## config.mk

```make
export PLATFORM = sky130hd
export DESIGN_NAME = sdram_req_scheduler
export DESIGN_NICKNAME = d
export VERILOG_FILES = /design/src/rtl/sdram_req_scheduler.sv
export SDC_FILE = /design/constraint.sdc
export NUM_CORES = 1
export LEC_CHECK = 0
export ABC_AREA = 0
export CORE_MARGIN = 1
export CORE_UTILIZATION = 39
export DETAILED_ROUTE_END_ITERATION = 10
export GPL_TIMING_DRIVEN = 1
export SETUP_SLACK_MARGIN = 0.02
export SYNTH_ARGS = -nofsm -noshare
export SYNTH_HDL_FRONTEND = slang
export SYNTH_SLANG_ARGS = --single-unit
export TNS_END_PERCENT = 1
```

## constraint.sdc

```tcl
create_clock -name i_sysclk -period 5.6 [get_ports i_sysclk]
set_clock_uncertainty 0.15 [all_clocks]
set_input_delay 0.56 -clock i_sysclk [delete_from_list [all_inputs] [get_ports i_sysclk]]
set_output_delay 0.56 -clock i_sysclk [all_outputs]
set_load 0.1 [all_outputs]
```

## src/rtl/sdram_req_scheduler.sv

```systemverilog
// sdram_req_scheduler: arbitrates burst write/read requests between the camera
// write FIFO and the LCD read FIFO in front of the SDRAM interface. Each direction
// keeps its own frame address. The address advances by one burst length per
// completed burst and wraps to its base at the frame end. Frame-sync pulses
// restart the address. A pulse that arrives mid-burst is held until that burst
// completes.
// Optional build macro: SDRAM_PINGPONG_EN. When it is defined, address bit 23
// selects one of two frame-buffer halves, and reads always use the half opposite
// to the one being written.
module sdram_req_scheduler #(
  parameter logic [23:0] WR_BASE   = 24'd0,
  parameter logic [23:0] WR_END    = 24'd130560,
  parameter logic [23:0] RD_BASE   = 24'd0,
  parameter logic [23:0] RD_END    = 24'd130560,
  parameter logic [9:0]  WR_BURST  = 10'd512,
  parameter logic [9:0]  RD_BURST  = 10'd512,
  parameter logic [9:0]  RD_THRESH = 10'd512
) (
  input  logic        i_sysclk,
  input  logic        i_sysrst_n,
  input  logic        i_init_done,
  input  logic [9:0]  i_wfifo_cnt,
  input  logic [9:0]  i_rfifo_cnt,
  input  logic        i_rd_en,
  input  logic        i_wr_frame_rst,
  input  logic        i_rd_frame_rst,
  input  logic        i_wr_ack,
  input  logic        i_rd_ack,
  output logic        o_wr_req,
  output logic [23:0] o_wr_addr,
  output logic [9:0]  o_wr_burst_len,
  output logic        o_rd_req,
  output logic [23:0] o_rd_addr,
  output logic [9:0]  o_rd_burst_len,
  output logic        o_wr_frame_done
);

  typedef enum logic [2:0] {
    ST_IDLE   = 3'd0,
    ST_ARB    = 3'd1,
    ST_WR_REQ = 3'd2,
    ST_WR_RUN = 3'd3,
    ST_RD_REQ = 3'd4,
    ST_RD_RUN = 3'd5
  } state_t;

  state_t      state_r, state_nxt_s;
  logic [23:0] wr_addr_r, rd_addr_r;
  logic [9:0]  wr_len_r, rd_len_r;
  logic        wr_req_r, rd_req_r, wr_frame_done_r;
  logic        wr_ack_d_r, rd_ack_d_r;
  logic        wr_rst_pend_r, rd_rst_pend_r;
  logic        last_wr_r;  // 1: last burst served was a write
  logic [9:0]  wr_len_s, rd_len_s;
  logic        wr_elig_s, rd_elig_s;
  logic        wr_start_s, rd_start_s, wr_done_s, rd_done_s;
  logic        wr_busy_s, rd_busy_s, wr_rst_now_s, rd_rst_now_s;
  logic [23:0] wr_inc_s, rd_inc_s;
  logic        wr_wrap_evt_s, rd_half_load_s;

  // Burst length: the distance to the frame end, capped at the nominal burst.
  function automatic logic [9:0] burst_len(input logic [23:0] addr,
                                           input logic [23:0] end_addr,
                                           input logic [9:0]  burst);
    logic [23:0] diff;
    diff = end_addr - addr;
    if (diff >= 24'd1024)
      burst_len = burst;
    else if (diff[9:0] < burst)
      burst_len = diff[9:0];
    else
      burst_len = burst;
  endfunction

  assign wr_len_s  = burst_len(wr_addr_r, WR_END, WR_BURST);
  assign rd_len_s  = burst_len(rd_addr_r, RD_END, RD_BURST);
  assign wr_elig_s = (i_wfifo_cnt >= wr_len_s);
  assign rd_elig_s = i_rd_en && (i_rfifo_cnt < RD_THRESH);
  assign wr_inc_s  = wr_addr_r + {14'd0, wr_len_r};
  assign rd_inc_s  = rd_addr_r + {14'd0, rd_len_r};
  assign wr_busy_s = (state_r == ST_WR_REQ) || (state_r == ST_WR_RUN);
  assign rd_busy_s = (state_r == ST_RD_REQ) || (state_r == ST_RD_RUN);

  // State register
  always_ff @(posedge i_sysclk or negedge i_sysrst_n) begin
    if (!i_sysrst_n) state_r <= ST_IDLE;
    else             state_r <= state_nxt_s;
  end

  // Next-state decode, round-robin arbitration and burst start/done strobes
  always_comb begin
    state_nxt_s = state_r;
    wr_start_s  = 1'b0;
    rd_start_s  = 1'b0;
    wr_done_s   = 1'b0;
    rd_done_s   = 1'b0;
    case (state_r)
      ST_IDLE: begin
        if (i_init_done) state_nxt_s = ST_ARB;
        else             state_nxt_s = ST_IDLE;
      end
      ST_ARB: begin
        // A frame reset in ARB reloads the address first, so the next decision
        // and its registered address/length see the restarted frame.
        if (i_wr_frame_rst || i_rd_frame_rst) begin
          state_nxt_s = ST_ARB;
        end else if (wr_elig_s && (!rd_elig_s || !last_wr_r)) begin
          state_nxt_s = ST_WR_REQ;
          wr_start_s  = 1'b1;
        end else if (rd_elig_s) begin
          state_nxt_s = ST_RD_REQ;
          rd_start_s  = 1'b1;
        end else begin
          state_nxt_s = ST_ARB;
        end
      end
      ST_WR_REQ: begin
        if (i_wr_ack) state_nxt_s = ST_WR_RUN;
        else          state_nxt_s = ST_WR_REQ;
      end
      ST_WR_RUN: begin
        if (wr_ack_d_r && !i_wr_ack) begin
          state_nxt_s = ST_ARB;
          wr_done_s   = 1'b1;
        end else begin
          state_nxt_s = ST_WR_RUN;
        end
      end
      ST_RD_REQ: begin
        if (i_rd_ack) state_nxt_s = ST_RD_RUN;
        else          state_nxt_s = ST_RD_REQ;
      end
      ST_RD_RUN: begin
        if (rd_ack_d_r && !i_rd_ack) begin
          state_nxt_s = ST_ARB;
          rd_done_s   = 1'b1;
        end else begin
          state_nxt_s = ST_RD_RUN;
        end
      end
      default: state_nxt_s = ST_IDLE;
    endcase
  end

  // Frame-reset routing: apply now unless this direction has a burst in flight
  always_comb begin
    wr_rst_now_s   = 1'b0;
    rd_rst_now_s   = 1'b0;
    wr_wrap_evt_s  = 1'b0;
    rd_half_load_s = 1'b0;
    if (i_wr_frame_rst && !wr_busy_s) wr_rst_now_s = 1'b1;
    else                              wr_rst_now_s = 1'b0;
    if (i_rd_frame_rst && !rd_busy_s) rd_rst_now_s = 1'b1;
    else                              rd_rst_now_s = 1'b0;
    if (wr_done_s && !(wr_rst_pend_r || i_wr_frame_rst) && (wr_inc_s == WR_END))
      wr_wrap_evt_s = 1'b1;
    else
      wr_wrap_evt_s = 1'b0;
    if (rd_rst_now_s || (rd_done_s && (rd_rst_pend_r || i_rd_frame_rst || (rd_inc_s == RD_END))))
      rd_half_load_s = 1'b1;
    else
      rd_half_load_s = 1'b0;
  end

  // Write channel: request, length, address advance/wrap and frame-done pulse
  always_ff @(posedge i_sysclk or negedge i_sysrst_n) begin
    if (!i_sysrst_n) begin
      wr_req_r        <= 1'b0;
      wr_len_r        <= 10'd0;
      wr_addr_r       <= WR_BASE;
      wr_ack_d_r      <= 1'b0;
      wr_rst_pend_r   <= 1'b0;
      wr_frame_done_r <= 1'b0;
    end else begin
      wr_ack_d_r      <= i_wr_ack;
      wr_req_r        <= (state_nxt_s == ST_WR_REQ);
      wr_frame_done_r <= wr_wrap_evt_s;
      if (wr_start_s) wr_len_r <= wr_len_s;
      if (wr_rst_now_s) begin
        wr_addr_r     <= WR_BASE;
        wr_rst_pend_r <= 1'b0;
      end else if (wr_done_s) begin
        wr_rst_pend_r <= 1'b0;
        if (wr_rst_pend_r || i_wr_frame_rst || (wr_inc_s == WR_END))
          wr_addr_r <= WR_BASE;
        else
          wr_addr_r <= wr_inc_s;
      end else if (i_wr_frame_rst) begin
        wr_rst_pend_r <= 1'b1;
      end
    end
  end

  // Read channel: request, length and address advance/wrap
  always_ff @(posedge i_sysclk or negedge i_sysrst_n) begin
    if (!i_sysrst_n) begin
      rd_req_r      <= 1'b0;
      rd_len_r      <= 10'd0;
      rd_addr_r     <= RD_BASE;
      rd_ack_d_r    <= 1'b0;
      rd_rst_pend_r <= 1'b0;
    end else begin
      rd_ack_d_r <= i_rd_ack;
      rd_req_r   <= (state_nxt_s == ST_RD_REQ);
      if (rd_start_s) rd_len_r <= rd_len_s;
      if (rd_rst_now_s) begin
        rd_addr_r     <= RD_BASE;
        rd_rst_pend_r <= 1'b0;
      end else if (rd_done_s) begin
        rd_rst_pend_r <= 1'b0;
        if (rd_rst_pend_r || i_rd_frame_rst || (rd_inc_s == RD_END))
          rd_addr_r <= RD_BASE;
        else
          rd_addr_r <= rd_inc_s;
      end else if (i_rd_frame_rst) begin
        rd_rst_pend_r <= 1'b1;
      end
    end
  end

  // Round-robin memory: which direction completed most recently
  always_ff @(posedge i_sysclk or negedge i_sysrst_n) begin
    if (!i_sysrst_n)    last_wr_r <= 1'b0;
    else if (wr_done_s) last_wr_r <= 1'b1;
    else if (rd_done_s) last_wr_r <= 1'b0;
  end

`ifdef SDRAM_PINGPONG_EN
  logic wr_half_r, rd_half_r;

  // Buffer-half selection: write flips on wrap, read takes the opposite half
  always_ff @(posedge i_sysclk or negedge i_sysrst_n) begin
    if (!i_sysrst_n) begin
      wr_half_r <= 1'b0;
      rd_half_r <= 1'b1;
    end else begin
      if (wr_wrap_evt_s)  wr_half_r <= ~wr_half_r;
      if (rd_half_load_s) rd_half_r <= ~wr_half_r;
    end
  end

  assign o_wr_addr = {wr_half_r, wr_addr_r[22:0]};
  assign o_rd_addr = {rd_half_r, rd_addr_r[22:0]};
`else
  assign o_wr_addr = wr_addr_r;
  assign o_rd_addr = rd_addr_r;
`endif

  assign o_wr_req        = wr_req_r;
  assign o_rd_req        = rd_req_r;
  assign o_wr_burst_len  = wr_len_r;
  assign o_rd_burst_len  = rd_len_r;
  assign o_wr_frame_done = wr_frame_done_r;

endmodule
```

After elaboration in Yosys (flattened, before gate mapping) --
Index checks and enable logic that the tools add are counted. Widths: inputs -> output; s select.
Storage, ports and cells: register bits 79, output and inout bits 71, input port bits 28
Cells by class: eq/ne operators 9, magnitude comparators 6, reductions and logical operators 29, muxes and demuxes 41, $add $sub $neg 4
Operators with widths (number):
- $mux 24 | 6
- $add 24x10->24 | 2
- $eq 24x17->1 const B | 2
- $ge 24x11->1 const B | 2
- $sub 17x24->24 const A | 2
- $mux 10 | 4
- $lt 10x10->1 const B | 3
- $mux 1 | 25
- $pmux 3 s6 | 1
- $mux 3 | 4
- $ge 10x10->1 | 1
- $eq 3x2->1 const B | 3
- $eq 3x3->1 const B | 3
- $logic_and 1x1->1 | 8
- $logic_or 1x1->1 | 8
- $logic_not 1->1 | 7
- $reduce_bool 2->1 | 3
- $reduce_bool 3->1 | 2
- $eq 3x1->1 const B | 1
- $logic_not 3->1 | 1
- $mux 2 | 1

Longest topological paths before layout --
Gate-level depths: netlist of run 1.
depth in word-level cells 10, depth in mapped cells 21

Worst setup path before layout of run 1 --
Ideal clock, no wire load.
path kind flip-flop to flip-flop, start point register wr_addr_r[1] (netlist: o_wr_addr[1]), end point register rd_len_r[2] (netlist: o_rd_burst_len[2]), buffers on the path 2, clock period less this slack 5.682 ns, cell stages (with the launch flop) 19, data arrival time 5.449 ns, data required time 5.367 ns, setup slack -0.082 ns, setup time 0.083 ns, path through dfrtp_1 or4_1 nor4b_1 nand4b_1 a32oi_1 or4_1 nor4_1 ha_1 nand2b_1 a21o_1 a21o_1 a21o_1 a21oi_1 nor4_1 or4_1 clkbuf_1 or3_1 clkbuf_1 o21ai_0
Between the ends: word-level cells in the longest chain between the ends 9
RTL lines:
- from (decl) | line 48 | logic [23:0] wr_addr_r, rd_addr_r;
- from (signal assigned) | line 187 | wr_addr_r <= wr_inc_s;
- $sub 17x24->24 (*) | line 66 | diff = end_addr - addr;
- branches (longest 2 deep; another with $ge 24x11->1)
- $mux 10 (*) | line 67 | if (diff >= 24'd1024)
- net wr_len_s[0] | line 54 | logic [9:0] wr_len_s, rd_len_s;
- $ge 10x10->1 (*) | line 77 | assign wr_elig_s = (i_wfifo_cnt >= wr_len_s);
- $logic_and 1x1->1 (*) | line 107 | end else if (wr_elig_s && (!rd_elig_s || !last_wr_r)) begin
- $mux 1 (*) | line 107
- $mux 1 (*) | line 105 | if (i_wr_frame_rst || i_rd_frame_rst) begin
- $mux 1 (*) | line 97 | case (state_r)
- to (signal assigned) | line 205 | if (rd_start_s) rd_len_r <= rd_len_s;
- to (decl) | line 49 | logic [9:0] wr_len_r, rd_len_r;
Mark *: on every way through the listed nets, which the timed path passes. A chain may end at the register's enable or synchronous reset.

Final worst setup path of run 1 --
start point register wr_addr_r[0] (netlist: o_wr_addr[0]), end point register rd_len_r[1] (netlist: o_rd_burst_len[1])
Same word-level chain as after synthesis.

==> results_tabular.tex, run 1 <==
\begin{tabular}{lr}
\hline
Metric & Value \\
\hline
\multicolumn{2}{l}{\textbf{CTS}} \\
\quad Clock latency on the worst-skew pair & 0.34 ns \\
\quad Clock root cell & sky130\_fd\_sc\_hd\_\_clkbuf\_16 \\
\quad Clock tree sinks & 79 \\
\quad Clock transition at the registers of the reported paths & 0.07 ns \\
\quad Total CTS buffers & 9 \\
\quad H-tree level count & 3 \\
\quad CTS tree & built \\
\quad Count of hold-fix buffers inserted at cts & 0 \\
\quad Buffer levels on the longest clock path & 2 \\
\multicolumn{2}{l}{\textbf{Detailed routing}} \\
\quad Drt pass-1 iters & 5 \\
\quad Wirelength per Cell & 18.04 um \\
\quad Ratio of routed vias to standard cells & 5.876 \\
\quad Via count & 5747 \\
\quad Number of DRC violations after detailed-routing iteration 0 & 479 \\
\quad Routed Antenna Nets & 0 \\
\quad Total routed wirelength & 17650 um \\
\quad Number of DRC violations after detailed routing & 0 \\
\multicolumn{2}{l}{\textbf{Logic synthesis}} \\
\quad Synthesized Nets & 768 \\
\quad Number of distinct standard cells referenced by the synthesized netlist & 66 \\
\quad Synth Cell Area & 5816 um\^{}2 \\
\quad Synth Instances & 704 \\
\quad Synth Area per Inst & 8.261 um\^{}2 \\
\quad Fraction of post-synthesis cell area in the top cell type by area & 33.99\% \\
\quad Top post-synthesis cells by area & sky130\_fd\_sc\_hd\_\_dfrtp\_1 34\%, sky130\_fd\_sc\_hd\_\_ha\_1 7.3\%, sky130\_fd\_sc\_hd\_\_nand2\_1 5.8\% \\
\quad Number of synthesis warnings & 0 \\
\quad Most used DFF post-synth & sky130\_fd\_sc\_hd\_\_dfrtp\_1 \\
\quad Library cell with the highest instance count after synthesis & sky130\_fd\_sc\_hd\_\_nand2\_1 \\
\quad Flip-flop and latch count after synthesis & 79 \\
\quad Async set-or-reset flop fraction in the synthesized netlist & 100.0\% \\
\quad Library cell with the largest summed area after synthesis & sky130\_fd\_sc\_hd\_\_dfrtp\_1 \\
\quad Number of enable flip-flop cells after synthesis & 0 \\
\quad Most used standard cells in the synthesized netlist & 90 x sky130\_fd\_sc\_hd\_\_nand2\_1, 79 x sky130\_fd\_sc\_hd\_\_dfrtp\_1, 64 x sky130\_fd\_sc\_hd\_\_o21ai\_0 \\
\quad Sequential element share of the synthesized area & 33.99\% \\
\multicolumn{2}{l}{\textbf{Global route}} \\
\quad Number of global-route vias before repair & approximately 5600 \\
\quad First-pass GRT wire length & 28900 um \\
\quad Total GRT Usage & 24.23\% \\
\quad Antenna violations before repair & 0 \\
\quad Total global routing overflow & 0 \\
\quad Pin count of the biggest net entering global routing & 80 \\
\multicolumn{2}{l}{\textbf{Place}} \\
\quad Dpl hpwl & 12990 um \\
\quad Number of port buffers & 89 \\
\quad Routability congestion estimate from global placement & 0.8847 \\
\quad Count of placed standard cells including taps & 962 \\
\multicolumn{2}{l}{\textbf{Cells and area}} \\
\quad Post-layout net count & $\sim$850 \\
\quad Share of post-route cells with drive strength above 1 & between 7 and 8\% \\
\quad Layout Cells excl Fill & 978 \\
\quad Antenna diode count & 0 \\
\quad Area Overhead vs Synth & 24.83\% \\
\multicolumn{2}{l}{\textbf{Setup path}} \\
\quad Crit path DAT & 5.40 ns \\
\quad Launch point of the worst path & o\_wr\_addr[0] \\
\quad Startpoint-to-endpoint class of the critical path & flop to flop \\
\quad Crit end category & flop \\
\quad Crit-path cells & or4\_1, nor4b\_2, nand4b\_1, a32oi\_1, or4\_1, nor4\_2, ha\_1, nand2b\_1, a21o\_1, a21o\_1, a21o\_1, a21oi\_1, nor4\_1, or4\_1, buf\_4, nor3\_1, a22o\_1 \\
\quad Critical path required time & 5.73 ns \\
\quad Top fanout value on the critical path & 13 \\
\quad Delay contributed by the slowest stage of the critical path & roughly 0.60 ns \\
\quad Buffers \& Inverters on Critical Path & 1 \\
\quad Slack of the worst reg-to-reg path & 0.32 ns \\
\quad Critical path endpoint & o\_rd\_burst\_len[1] \\
\quad Launching point of the worst reg2reg path & o\_wr\_addr[0] \\
\quad Master of the slowest instance on the critical path & sky130\_fd\_sc\_hd\_\_or4\_1 \\
\quad Worst Reg-to-Reg Cells & 17 \\
\quad Number of gates on the worst path with buffers counted & 17 \\
\quad Largest delay share family, worst path & simple AND/OR/NAND/NOR gates \\
\quad Worst flop-to-flop path endpoint & o\_rd\_burst\_len[1] \\
\quad Setup crit start kind & flop \\
\multicolumn{2}{l}{\textbf{STA}} \\
\quad Slew at the pin closest to its max-slew limit & 1.117 ns \\
\quad Setup repair after global routing missed its margin & false \\
\quad Rel. slew slack & 25.18\% \\
\quad Count of final hold-check violations & 0 \\
\quad Setup-failing EPs final & 0 \\
\quad Pins Over Slew Limit & 0 \\
\quad Maximum frequency from static timing analysis & 0.1895 GHz \\
\quad Final setup TNS & 0 ns \\
\quad Minimum clock period & 5.276 ns \\
\quad Share of the cycle needed by the critical path after routing & 94.22\% \\
\multicolumn{2}{l}{\textbf{Floorplan}} \\
\quad DIE WIDTH & 124.1 um \\
\quad Initial Util & 40.01\% \\
\quad Vertical die dimension & 124.1 um \\
\quad \# rows & 44 \\
\quad Number of top-level pins & 99 \\
\quad Total core area & approximately 15000 um\^{}2 \\
\quad Die area & between 15000 and 20000 um\^{}2 \\
\multicolumn{2}{l}{\textbf{Worst hold path}} \\
\quad Min-delay worst type & input port to async pin \\
\multicolumn{2}{l}{\textbf{Status}} \\
\quad Status & completed \\
\multicolumn{2}{l}{\textbf{Flow run}} \\
\quad Max Cap Viol & 0 \\
\multicolumn{2}{l}{\textbf{Pwr}} \\
\quad Leakage component of the power & 2.975 nW \\
\quad Overall power consumption & 0.001505 W \\
\quad Power density over the cells & 207.3 nW/um\^{}2 \\
\quad Maximum vdd drop & 152.0 uV \\
\hline
\end{tabular}
registers in the layout, summed over array words and instances, names as in the netlist:
register,flops
last_wr_r,1
o_rd_addr,24
o_rd_burst_len,10
o_rd_req,1
o_wr_addr,24
o_wr_burst_len,10
o_wr_frame_done,1
o_wr_req,1
rd_ack_d_r,1
rd_rst_pend_r,1
state_r,3
wr_ack_d_r,1
wr_rst_pend_r,1
kinds of logic (layout without fill, tap and decap cells):
group	Yosys count	count (layout)	share of synthesized area [%]
buffers and inverters	59	149	4.131
XOR/XNOR	36	36	5.422
AND/OR/NAND/NOR	280	280	24.72
adder cells (fa/ha/maj)	36	36	8.004
AO/OA/AOI/OAI	207	207	22.50
multiplexers	7	7	1.226
flip-flops	79	79	33.99
placed cells by master (no fill, tap or decap), drive strengths merged, types with 5 or more instances in the layout:
master | Yosys | final
o21ai | 75 | 75
a21o | 16 | 16
o31ai | 7 | 7
nor3b | 5 | 5
a22o | 10 | 10
nand2b | 10 | 10
nor4b | 7 | 7
inv | 26 | 26
a31oi | 12 | 12
o211ai | 7 | 7
dfrtp | 79 | 79
nand3 | 29 | 29
or3 | 13 | 13
buf | 9 | 19
a211oi | 5 | 5
or4 | 11 | 11
nor4 | 12 | 12
a21oi | 43 | 43
nor3 | 20 | 20
nand2 | 91 | 91
and2 | 6 | 6
xnor2 | 21 | 21
nor2 | 44 | 44
ha | 34 | 34
clkbuf | 24 | 10
nor2b | 5 | 5
mux2i | 6 | 6
nand4 | 14 | 14
xor2 | 15 | 15
clkdlybuf4s50 | 0 | 88
timing repair:
action                                  in CTS  in global routing
hold endpoints to repair                     0                  0
resized for setup                            0                  4
endpoints found under the setup margin       0                 10
buffers inserted                             0                  0
worst min-delay path by stage:
stage	cells after the start	endpoint
4_1_cts	1	o_wr_addr[9]
3_3_place_gp	1	wr_rst_pend_r
3_5_place_dp	1	wr_rst_pend_r
5_1_grt	1	o_wr_addr[7]
2_1_floorplan	0	last_wr_r
6_report	1	o_wr_burst_len[6]
area by class of cell:
cell class	count	area (um^2)
inverters	26	97.59
well taps	184	230.2
clock inverters	6	60.06
flip-flops and latches	79	1981
clock buffers	10	239.0
fillers	1456	7274
repair buffers	107	1023
multi-input cells	566	3628
report_power, final:
part	switching [W]	total [W]	internal [W]
logic	0.000189	0.000279	0.0000899
registers	0.0000288	0.000624	0.000595
clock network	0.000247	0.000602	0.000355
total	0.000465	0.00150	0.00104
worst register-to-register path, stage by stage, from the launching register on:
cell                       delay [ns]
sky130_fd_sc_hd__dfrtp_2         0.45
sky130_fd_sc_hd__or4_1           0.58
sky130_fd_sc_hd__nor4b_2         0.29
sky130_fd_sc_hd__nand4b_1        0.20
sky130_fd_sc_hd__a32oi_1         0.11
sky130_fd_sc_hd__or4_1           0.60
sky130_fd_sc_hd__nor4_2          0.42
sky130_fd_sc_hd__ha_1            0.30
sky130_fd_sc_hd__nand2b_1        0.14
sky130_fd_sc_hd__a21o_1          0.18
sky130_fd_sc_hd__a21o_1          0.17
sky130_fd_sc_hd__a21o_1          0.16
sky130_fd_sc_hd__a21oi_1         0.21
sky130_fd_sc_hd__nor4_1          0.07
sky130_fd_sc_hd__or4_1           0.53
sky130_fd_sc_hd__buf_4           0.22
sky130_fd_sc_hd__nor3_1          0.29
sky130_fd_sc_hd__a22o_1          0.18
per-stage QoR:
step	hold WS [ns]	instance area, um^2	setup WS, ns	utilization (%)
CTS	0.2979	7236	0.02371	49.78
floorplan	0.1144	5819	0.03165	-
global route	0.3452	7259	0.01737	49.95
finish	0.2097	7259	0.3237	49.95
global placement	0.3288	6937	0.1903	47.73
detailed placement	0.3342	6937	0.02634	47.73
routing by layer:
layer / global-route usage [%] / part of all wire [%] / vias up
met2: 39.92 / 47 / 151
met4: 8.631 / 2.3 / 0
met1: 32.24 / 47 / 2797
li1: - / - / 2766
met5: 0 / 0 / -
met3: 3.434 / 4.0 / 33
Power figures use the tool's default switching activity.
==> run 2: changes to the inputs <==
--- a/config.mk
+++ b/config.mk
@@ -6,6 +6,7 @@
 export NUM_CORES = 1
 export LEC_CHECK = 0
 export ABC_AREA = 0
+export ABC_CLOCK_PERIOD_IN_PS = 5600
 export CORE_MARGIN = 1
 export CORE_UTILIZATION = 39
 export DETAILED_ROUTE_END_ITERATION = 10
==> results of run 2 <==
Final layout, timing and power as in run 1 (identical DEF).
